### src/rtl/mmio_responder_if.sv
// Core-side bus and host-side drain port of the MMIO responder.
// The responder takes the slave view; the core/host pair takes the master view.
interface mmio_responder_if;
  logic [31:0] address;
  logic [31:0] data_in;
  logic        we;
  logic [31:0] data_out;
  logic        hit;
  logic        out_valid;
  logic        out_ready;
  logic [11:0] out_addr;
  logic [31:0] out_data;
  logic        halted;
  logic [31:0] halt_code;

  modport slave (
    input  address, data_in, we, out_ready,
    output data_out, hit, out_valid, out_addr, out_data, halted, halt_code
  );

  modport master (
    output address, data_in, we, out_ready,
    input  data_out, hit, out_valid, out_addr, out_data, halted, halt_code
  );
endinterface

### src/rtl/mmio_responder.sv
// MMIO responder for the I/O window (address[11]=1): queues core writes for the
// host, serves status/halt-code reads with one cycle latency and latches halt.
module mmio_responder #(
  parameter int          DEPTH     = 8,
  parameter logic [31:0] HALT_ADDR = 32'h0000_0FFC,
  parameter logic [31:0] STAT_ADDR = 32'h0000_0FF0,
  parameter logic [31:0] CODE_ADDR = 32'h0000_0FF4
) (
  input  logic         clk,
  input  logic         reset,
  mmio_responder_if.slave bus
);

  localparam int PW = (DEPTH > 1) ? $clog2(DEPTH) : 1;
  localparam int CW = PW + 1;
  localparam logic [CW-1:0] FULL_CNT = CW'(DEPTH);

  logic [43:0]   mem [DEPTH];
  logic [PW-1:0] wr_ptr, rd_ptr;
  logic [CW-1:0] count;
  logic [7:0]    overflow_cnt;
  logic [7:0]    count8;
  logic [43:0]   head;
  logic          in_win, is_halt, is_stat, push_req;
  logic          pop, push, drop, full, empty;
  logic [31:0]   data_out_r, halt_code_r;
  logic          halted_r;

  function automatic logic [7:0] sat_inc8(input logic [7:0] v);
    return (v == 8'hFF) ? v : v + 8'd1;
  endfunction

  assign in_win   = bus.we && bus.address[11];
  assign is_halt  = in_win && (bus.address == HALT_ADDR);
  assign is_stat  = in_win && (bus.address == STAT_ADDR);
  assign push_req = in_win && !is_halt && !is_stat;

  assign empty  = (count == '0);
  assign full   = (count == FULL_CNT);
  assign count8 = 8'(count);
  assign pop    = !empty && bus.out_ready;
  // A pop on the same edge frees the slot, so a push into a full FIFO still lands.
  assign push   = push_req && (!full || pop);
  assign drop   = push_req && full && !pop;

  always_ff @(posedge clk or posedge reset) begin
    if (reset) begin
      wr_ptr       <= '0;
      rd_ptr       <= '0;
      count        <= '0;
      overflow_cnt <= '0;
    end else begin
      if (push) wr_ptr <= wr_ptr + PW'(1);
      if (pop)  rd_ptr <= rd_ptr + PW'(1);
      case ({push, pop})
        2'b10:   count <= count + CW'(1);
        2'b01:   count <= count - CW'(1);
        default: count <= count;
      endcase
      if (is_stat)   overflow_cnt <= '0;
      else if (drop) overflow_cnt <= sat_inc8(overflow_cnt);
    end
  end

  // Storage is pure data; validity is tracked by count alone.
  always_ff @(posedge clk) begin
    if (push) mem[wr_ptr] <= {bus.address[11:0], bus.data_in};
  end

  always_ff @(posedge clk or posedge reset) begin
    if (reset) begin
      halted_r    <= 1'b0;
      halt_code_r <= '0;
    end else if (is_halt) begin
      halted_r    <= 1'b1;
      halt_code_r <= bus.data_in;
    end
  end

  always_ff @(posedge clk or posedge reset) begin
    if (reset) begin
      data_out_r <= '0;
    end else if (bus.we) begin
      data_out_r <= '0;
    end else if (bus.address == STAT_ADDR) begin
      data_out_r <= {8'h00, overflow_cnt, 5'b0, halted_r, full, empty, count8};
    end else if (bus.address == CODE_ADDR) begin
      data_out_r <= halt_code_r;
    end else begin
      data_out_r <= '0;
    end
  end

  assign head          = mem[rd_ptr];
  assign bus.hit       = bus.address[11];
  assign bus.out_valid = !empty;
  assign bus.out_addr  = empty ? 12'h000 : head[43:32];
  assign bus.out_data  = empty ? 32'h0   : head[31:0];
  assign bus.halted    = halted_r;
  assign bus.halt_code = halt_code_r;
  assign bus.data_out  = data_out_r;

endmodule
### src/flat_wrapper.sv
// flat-port wrapper written by rule: the top's interface ports become plain ports
module mmio_responder_flat 
#(
  parameter int          DEPTH     = 8,
  parameter logic [31:0] HALT_ADDR = 32'h0000_0FFC,
  parameter logic [31:0] STAT_ADDR = 32'h0000_0FF0,
  parameter logic [31:0] CODE_ADDR = 32'h0000_0FF4
)
  (clk, reset, bus_address, bus_data_in, bus_we, bus_out_ready, bus_data_out, bus_hit, bus_out_valid, bus_out_addr, bus_out_data, bus_halted, bus_halt_code);
  mmio_responder_if bus_i ();
  input  logic clk;
  input  logic reset;
  input wire logic [$bits(bus_i.address)-1:0] bus_address;
  input wire logic [$bits(bus_i.data_in)-1:0] bus_data_in;
  input wire logic [$bits(bus_i.we)-1:0] bus_we;
  input wire logic [$bits(bus_i.out_ready)-1:0] bus_out_ready;
  output wire logic [$bits(bus_i.data_out)-1:0] bus_data_out;
  output wire logic [$bits(bus_i.hit)-1:0] bus_hit;
  output wire logic [$bits(bus_i.out_valid)-1:0] bus_out_valid;
  output wire logic [$bits(bus_i.out_addr)-1:0] bus_out_addr;
  output wire logic [$bits(bus_i.out_data)-1:0] bus_out_data;
  output wire logic [$bits(bus_i.halted)-1:0] bus_halted;
  output wire logic [$bits(bus_i.halt_code)-1:0] bus_halt_code;
  assign bus_i.address = bus_address;
  assign bus_i.data_in = bus_data_in;
  assign bus_i.we = bus_we;
  assign bus_i.out_ready = bus_out_ready;
  assign bus_data_out = bus_i.data_out;
  assign bus_hit = bus_i.hit;
  assign bus_out_valid = bus_i.out_valid;
  assign bus_out_addr = bus_i.out_addr;
  assign bus_out_data = bus_i.out_data;
  assign bus_halted = bus_i.halted;
  assign bus_halt_code = bus_i.halt_code;
  mmio_responder #(.DEPTH(DEPTH), .HALT_ADDR(HALT_ADDR), .STAT_ADDR(STAT_ADDR), .CODE_ADDR(CODE_ADDR)) u_core (.clk(clk), .reset(reset), .bus(bus_i));
endmodule
### config.mk
export PLATFORM = sky130hd
export DESIGN_NAME = mmio_responder_flat
export DESIGN_NICKNAME = d
export VERILOG_FILES = /design/src/rtl/mmio_responder_if.sv /design/src/rtl/mmio_responder.sv /design/src/flat_wrapper.sv
export SDC_FILE = /design/constraint.sdc
export NUM_CORES = 1
export LEC_CHECK = 0
export BUFFER_PORTS_ARGS = -buffer_cell sky130_fd_sc_hd__buf_2
export CAP_MARGIN = 20
export CORE_MARGIN = 1.5
export CORE_UTILIZATION = 58
export CTS_CLUSTER_DIAMETER = 40
export CTS_CLUSTER_SIZE = 8
export DETAILED_ROUTE_END_ITERATION = 16
export GPL_TIMING_DRIVEN = 0
export PLACE_DENSITY = 0.79
export SLEW_MARGIN = 40
export SYNTH_ARGS = -nofsm -noshare
export SYNTH_HDL_FRONTEND = slang
export SYNTH_SLANG_ARGS = --single-unit
export TNS_END_PERCENT = 50
### constraint.sdc
create_clock -name clk -period 5.5 [get_ports clk]
set_input_delay 1.1 -clock clk [delete_from_list [all_inputs] [get_ports clk]]
set_output_delay 1.1 -clock clk [all_outputs]
set_load 0.005 [all_outputs]
# After elaboration in Yosys (flattened, before gate mapping)
# Memories as Yosys holds them, arrays and structs flattened.
# Index checks and enable logic that the tools add are counted.
# word_totals
register_bits	83
word_cells	51
mem_bits_rw	352
memories	1
in_bits	68
# memory_table
memory	words	width	read_ports	rd_ports_with_merged_regs	write_ports	line_no	source
u_core.mem	8	44	1	0	1	mmio_responder.sv:18	logic [43:0] mem [DEPTH];
# op_classes
n_eq_ne	8
reduce_logical	19
n_mux	11
add_sub_neg	5
# ops
op	n
two-way mux 32 bit	4
equality test 32 x 12 -> 1 bit (second input constant)	3
two-way mux 8 bit	3
two-way mux 12 bit	1
logical AND 1 bit	9
adder 8 x 1 -> 8 bit (second input constant)	1
equality test 8 bit (second input constant)	1
one-hot mux 4 bit (2 select lines)	1
adder 3 x 1 -> 3 bit (second input constant)	2
logical NOT 1 bit	5
adder 4 x 1 -> 4 bit (second input constant)	1
equality test 4 bit (second input constant)	1
logical NOT 4 bit	1
nonzero test 2 bit	2
subtractor 4 x 1 -> 4 bit (second input constant)	1
equality test 2 x 1 -> 1 bit (second input constant)	1
equality test 2 bit (second input constant)	1
two-way mux 1 bit	2
!= test 2 x 1 -> 1 bit (second input constant)	1
AND reduction 2 bit	1
logical OR 1 bit	1

# Depth between registers and ports, before layout
# logic_depth
depth_word	9
mapped_depth	13
ltp_nobuf	12

# Worst setup path after synthesis
# No wires, ideal clock.
# synth_timing
path_type	input to register
startpoint	input port bus_address[6]
endpoint	memory u_core.mem[1][0], enable pin
path_stages	7
t_arrival_ns	5.342
t_required_ns	5.000
path_buffers	1
setup_time_ns	0.500
slack_ns	-0.341
path_cell_list	and4b_1 and4_1 and3_1 buf_4 nor3_2 nand2_1 nor3_1
# synth_between
elab_chain_len	8
elab_cells_between_ends	11
# synth_rtl
element	line_no	source
from (decl)	flat_wrapper.sv:13	input wire logic [$bits(bus_i.address)-1:0] bus_address;
equality test 32 x 12 -> 1 bit	mmio_responder.sv:34	assign is_halt = in_win && (bus.address == HALT_ADDR);
logical AND 1 bit	mmio_responder.sv:34	
logical NOT 1 bit	mmio_responder.sv:36	assign push_req = in_win && !is_halt && !is_stat;
logical AND 1 bit	mmio_responder.sv:36	
logical AND 1 bit (*)	mmio_responder.sv:36	
logical AND 1 bit (*)	mmio_responder.sv:43	assign push = push_req && (!full || pop);
two-way mux 1 bit (*)	mmio_responder.sv:67	if (push) mem[wr_ptr] <= {bus.address[11:0], bus.data_in};
two-way mux 1 bit (not written as such) (*)	mmio_responder.sv:67	
to (decl)	mmio_responder.sv:18	
# Every way passes the cells marked *; elsewhere a longest branch is shown, timed or not.

# Worst setup path in the final report
# layout_timing
startpoint	register u_core.rd_ptr[1]
endpoint	output port bus_out_addr[6]
# layout_between
elab_chain_len	2
# layout_rtl
element	line_no	source
from (decl)	mmio_responder.sv:19	logic [PW-1:0] wr_ptr, rd_ptr;
from (signal assigned)	mmio_responder.sv:54	if (pop) rd_ptr <= rd_ptr + PW'(1);
memory (8 x 44 bit)	--	
two-way mux 12 bit	mmio_responder.sv:97	assign bus.out_addr = empty ? 12'h000 : head[43:32];
to (decl)	flat_wrapper.sv:20	output wire logic [$bits(bus_i.out_addr)-1:0] bus_out_addr;
# No other way between the ends.

==> results.toml <==
[grt]
grt_usage_pct = 27.3
overflow = 0
grt_pass1_wl_um = 60400
grt_pass1_vias = 9869
antenna_found_initial = 2
grt_max_degree = 52

[route]
drt-initial-drc-count = 1198
wire_per_inst_um = 25.4
final_antenna_net_count = 0
first_pass_iters = 5
wirelength_um = 39700
drcViolationCount = 0
avgViaCountPerCell = 5.98
vias = 9352

[yosys]
synth_top_area_share_pct = 62.3
ys_types = 47
synth_top_family_by_area = "multiplexers"
synthMuxAreaShare_pct = 17.4
synth.net_count = 927
synth_seq_cells = 435
yosys_most_used_dff = "edfxtp_1"
synthAdderAreaFrac_pct = 0.487
yosys.area_share.xor_xnor_pct = 0.775
synth_edf_count = 352
netlist_instances = 853
postSynthAreaPerCell_sq_um = 19.9
synth_compound_area_share_pct = 0.494
yosysTopAreaCell = "edfxtp_1"
synth-simple-area-share_pct = 4.93
syn-cell-area_sq_um = 17000
yosys-top-cells-area = "edfxtp_1 (62%), dfrtp_1 (12%), mux4_2 (12%), mux2i_1 (3.4%), nor2_1 (1.6%)"
yosysWarnings = 0
yosysSeqAreaShare_pct = 74.6
async_flop_share_pct = 19.1

[floorplan]
num_rows = 62
io_pins = 179
core_area_sq_um = 28700
start_util_pct = 59.1
dieArea_sq_um = 30300
die_h_um = 174
dieWidth_um = 174

[sta]
fmax_mhz = 217
period_share_pct = 83.7
max_slew.worst_pin.slew_ps = 823
slew_headroom_pct = 45.1
setup_violations = 0
clock_skew_ps = 22.3
grt_setup_unrepaired = "false"
layout_setup_ws_ps = 899
finalHoldViolCount = 0
period_needed_ps = 4600
hold-worst-slack_ps = 487
finalMaxSlewViolations = 0

[critical_path]
reg2reg_to = "u_core.mem[0][15]"
critPathMaxFanout = 10
ff2ff_setup_slack_ps = 2380
cp_slowest_stage_delay_ps = 670
setup.worst_path.end_class = "output port"
worst_path_most_repeated_cell = "clkbuf_1"
crit_family = "buffers and inverters"
worstPathRequired_ps = 4400
r2r-start = "u_core.count[0]"
slowest_stage = "buf_1"
crit_arrival_ps = 3500
path_buf_inv = 4
cp.depth = 7
crit_chain = "clkbuf_1 > buf_1 > clkbuf_1 > mux4_2 > mux2i_1 > nor2_1 > buf_2"
worstSetupStartpointType = "flop"
cp-endpoint = "bus_out_addr[6]"
worstSetupPathType = "flop to output port"
r2r_cells = 11
critPathLaunch = "u_core.rd_ptr[1]"

[job]
maxCapViolations = 0

[cells_and_area]
area_growth_pct = 22.8
layout.cells.most_common = "edfxtp_1"
final_cell_mix = "edfxtp_1 (352), buf_2 (194), mux4_2 (88)"
fin_util_pct = 72.5
nNetsFinal = 1202
fillCellCount = 1671
drive_gt1_share_pct = 35.8
fin_cells = 1565

[clock_network]
cts_made_buffers = 61
htreeDepth = 2
cts_setup_buffers = 0
holdBufCountCts = 0
clk_path_buf_depth = 3
clk_latency_ps = 590
cts_tree = "built"
cts-root-buf = "clkbuf_16"
clkTransAtPathRegs_ps = 50
ctsResizeCount = 0
clock_sinks = 435

[power_and_ir_drop]
p_total_mw = 9.99
ir_worst_vdd_v = 0.000263
p_leak_nw = 7.96
cellPowerDensity_nw_per_um2 = 480

[placed_design]
routabilityCongestion = 0.764
post-place-ws_ps = 1150
io_buffer_count = 178
dp.cells = 1449
hpwl_um = 25300

[worst_hold_path]
hp-class = "flop to flop"

[run_status]
outcome = "finished, final reports clean"
[worst min-delay path by stage]
stage,startpoint,slack [ps],depth (start not counted),to
finish,u_core.bus.halt_code[15],490,1,u_core.bus.data_out[15]
global route,reset,530,2,u_core.bus.halt_code[28]
CTS,u_core.bus.halt_code[15],490,1,u_core.bus.data_out[15]
detailed placement,u_core.bus.halt_code[15],490,1,u_core.bus.data_out[15]
global placement,u_core.bus.halt_code[7],480,1,u_core.bus.data_out[7]
floorplan,u_core.wr_ptr[0],480,1,u_core.wr_ptr[0]
[registers in the layout, indices dropped and copies added, names as in the netlist]
| signal | flops |
|---|---|
| u_core.overflow_cnt | 8 |
| u_core.wr_ptr | 3 |
| u_core.bus.data_out | 32 |
| u_core.mem | 352 |
| u_core.bus.halt_code | 32 |
| u_core.rd_ptr | 3 |
| u_core.bus.halted | 1 |
| u_core.count | 4 |
[kinds of logic after synthesis]
kind of cell | after synthesis
xor+xnor | 15
fa+ha+maj | 6
buf+inv | 48
compound gates | 10
flops | 435
mux | 180
simple gates | 159
[layout make-up]
type	count	area [sq um]	area share, %
plain buffers	40	211	1.02
multi-input cells	370	4140	19.9
clock buffers	110	1730	8.31
inverters	8	35.0	0.168
well taps	384	480	2.31
diodes	1	2.50	0.0120
clock inverters	5	51.3	0.246
repair buffers	212	1520	7.30
flip-flops and latches	435	12600	60.8
[layer usage]
metal	global-route usage [%]	wire length, um	up-vias
met5	0	13	-
met1	38.1	15900	4829
li1	-	-	3969
met3	5.47	3110	92
met2	44.1	19600	460
met4	8.48	1090	2
[cell usage after synthesis, types with 2 or more instances]
library cell,count
edfxtp_1,352
nor4_4,2
a21oi_1,3
inv_1,7
dfrtp_1,83
or3_1,3
xnor2_1,12
a21o_1,2
and3_1,3
buf_6,4
clkbuf_1,16
and2_1,18
mux4_2,88
buf_2,6
nor4_1,8
buf_1,11
nor3_1,8
nand2_1,21
ha_1,5
nand4_1,2
mux2i_1,58
nand2b_1,3
mux2_2,11
nor2_1,73
buf_4,3
mux2_1,23
or4_1,6
xor2_1,3
[power by group]
group          leakage (nW)  switching [mW]  internal (mW)
Sequential             4.31           0.116           3.83
Combinational          2.80            1.39           1.23
Clock                 0.848            1.33           2.10
Total                  7.96            2.83           7.15
[worst reg2reg max path: stages, from the launching register on]
cell and delay [ps]:
dfrtp_1 310, buf_2 180, nor3_1 80, nand2_1 160, nor2_1 80, nor3_2 420
nand2b_1 360, nor3_2 450, buf_4 240, buf_4 180, buf_4 180, buf_2 190
[per-stage QoR]
stage | cell area [sq um] | setup TNS [ps]
final | 20800 | 0
after global routing | 20800 | 0
after CTS | 20800 | 0
after detailed placement | 19000 | 0
after global placement | 18300 | -566390
after floorplan | 17000 | -14940
(Power assumes the default switching activity.)
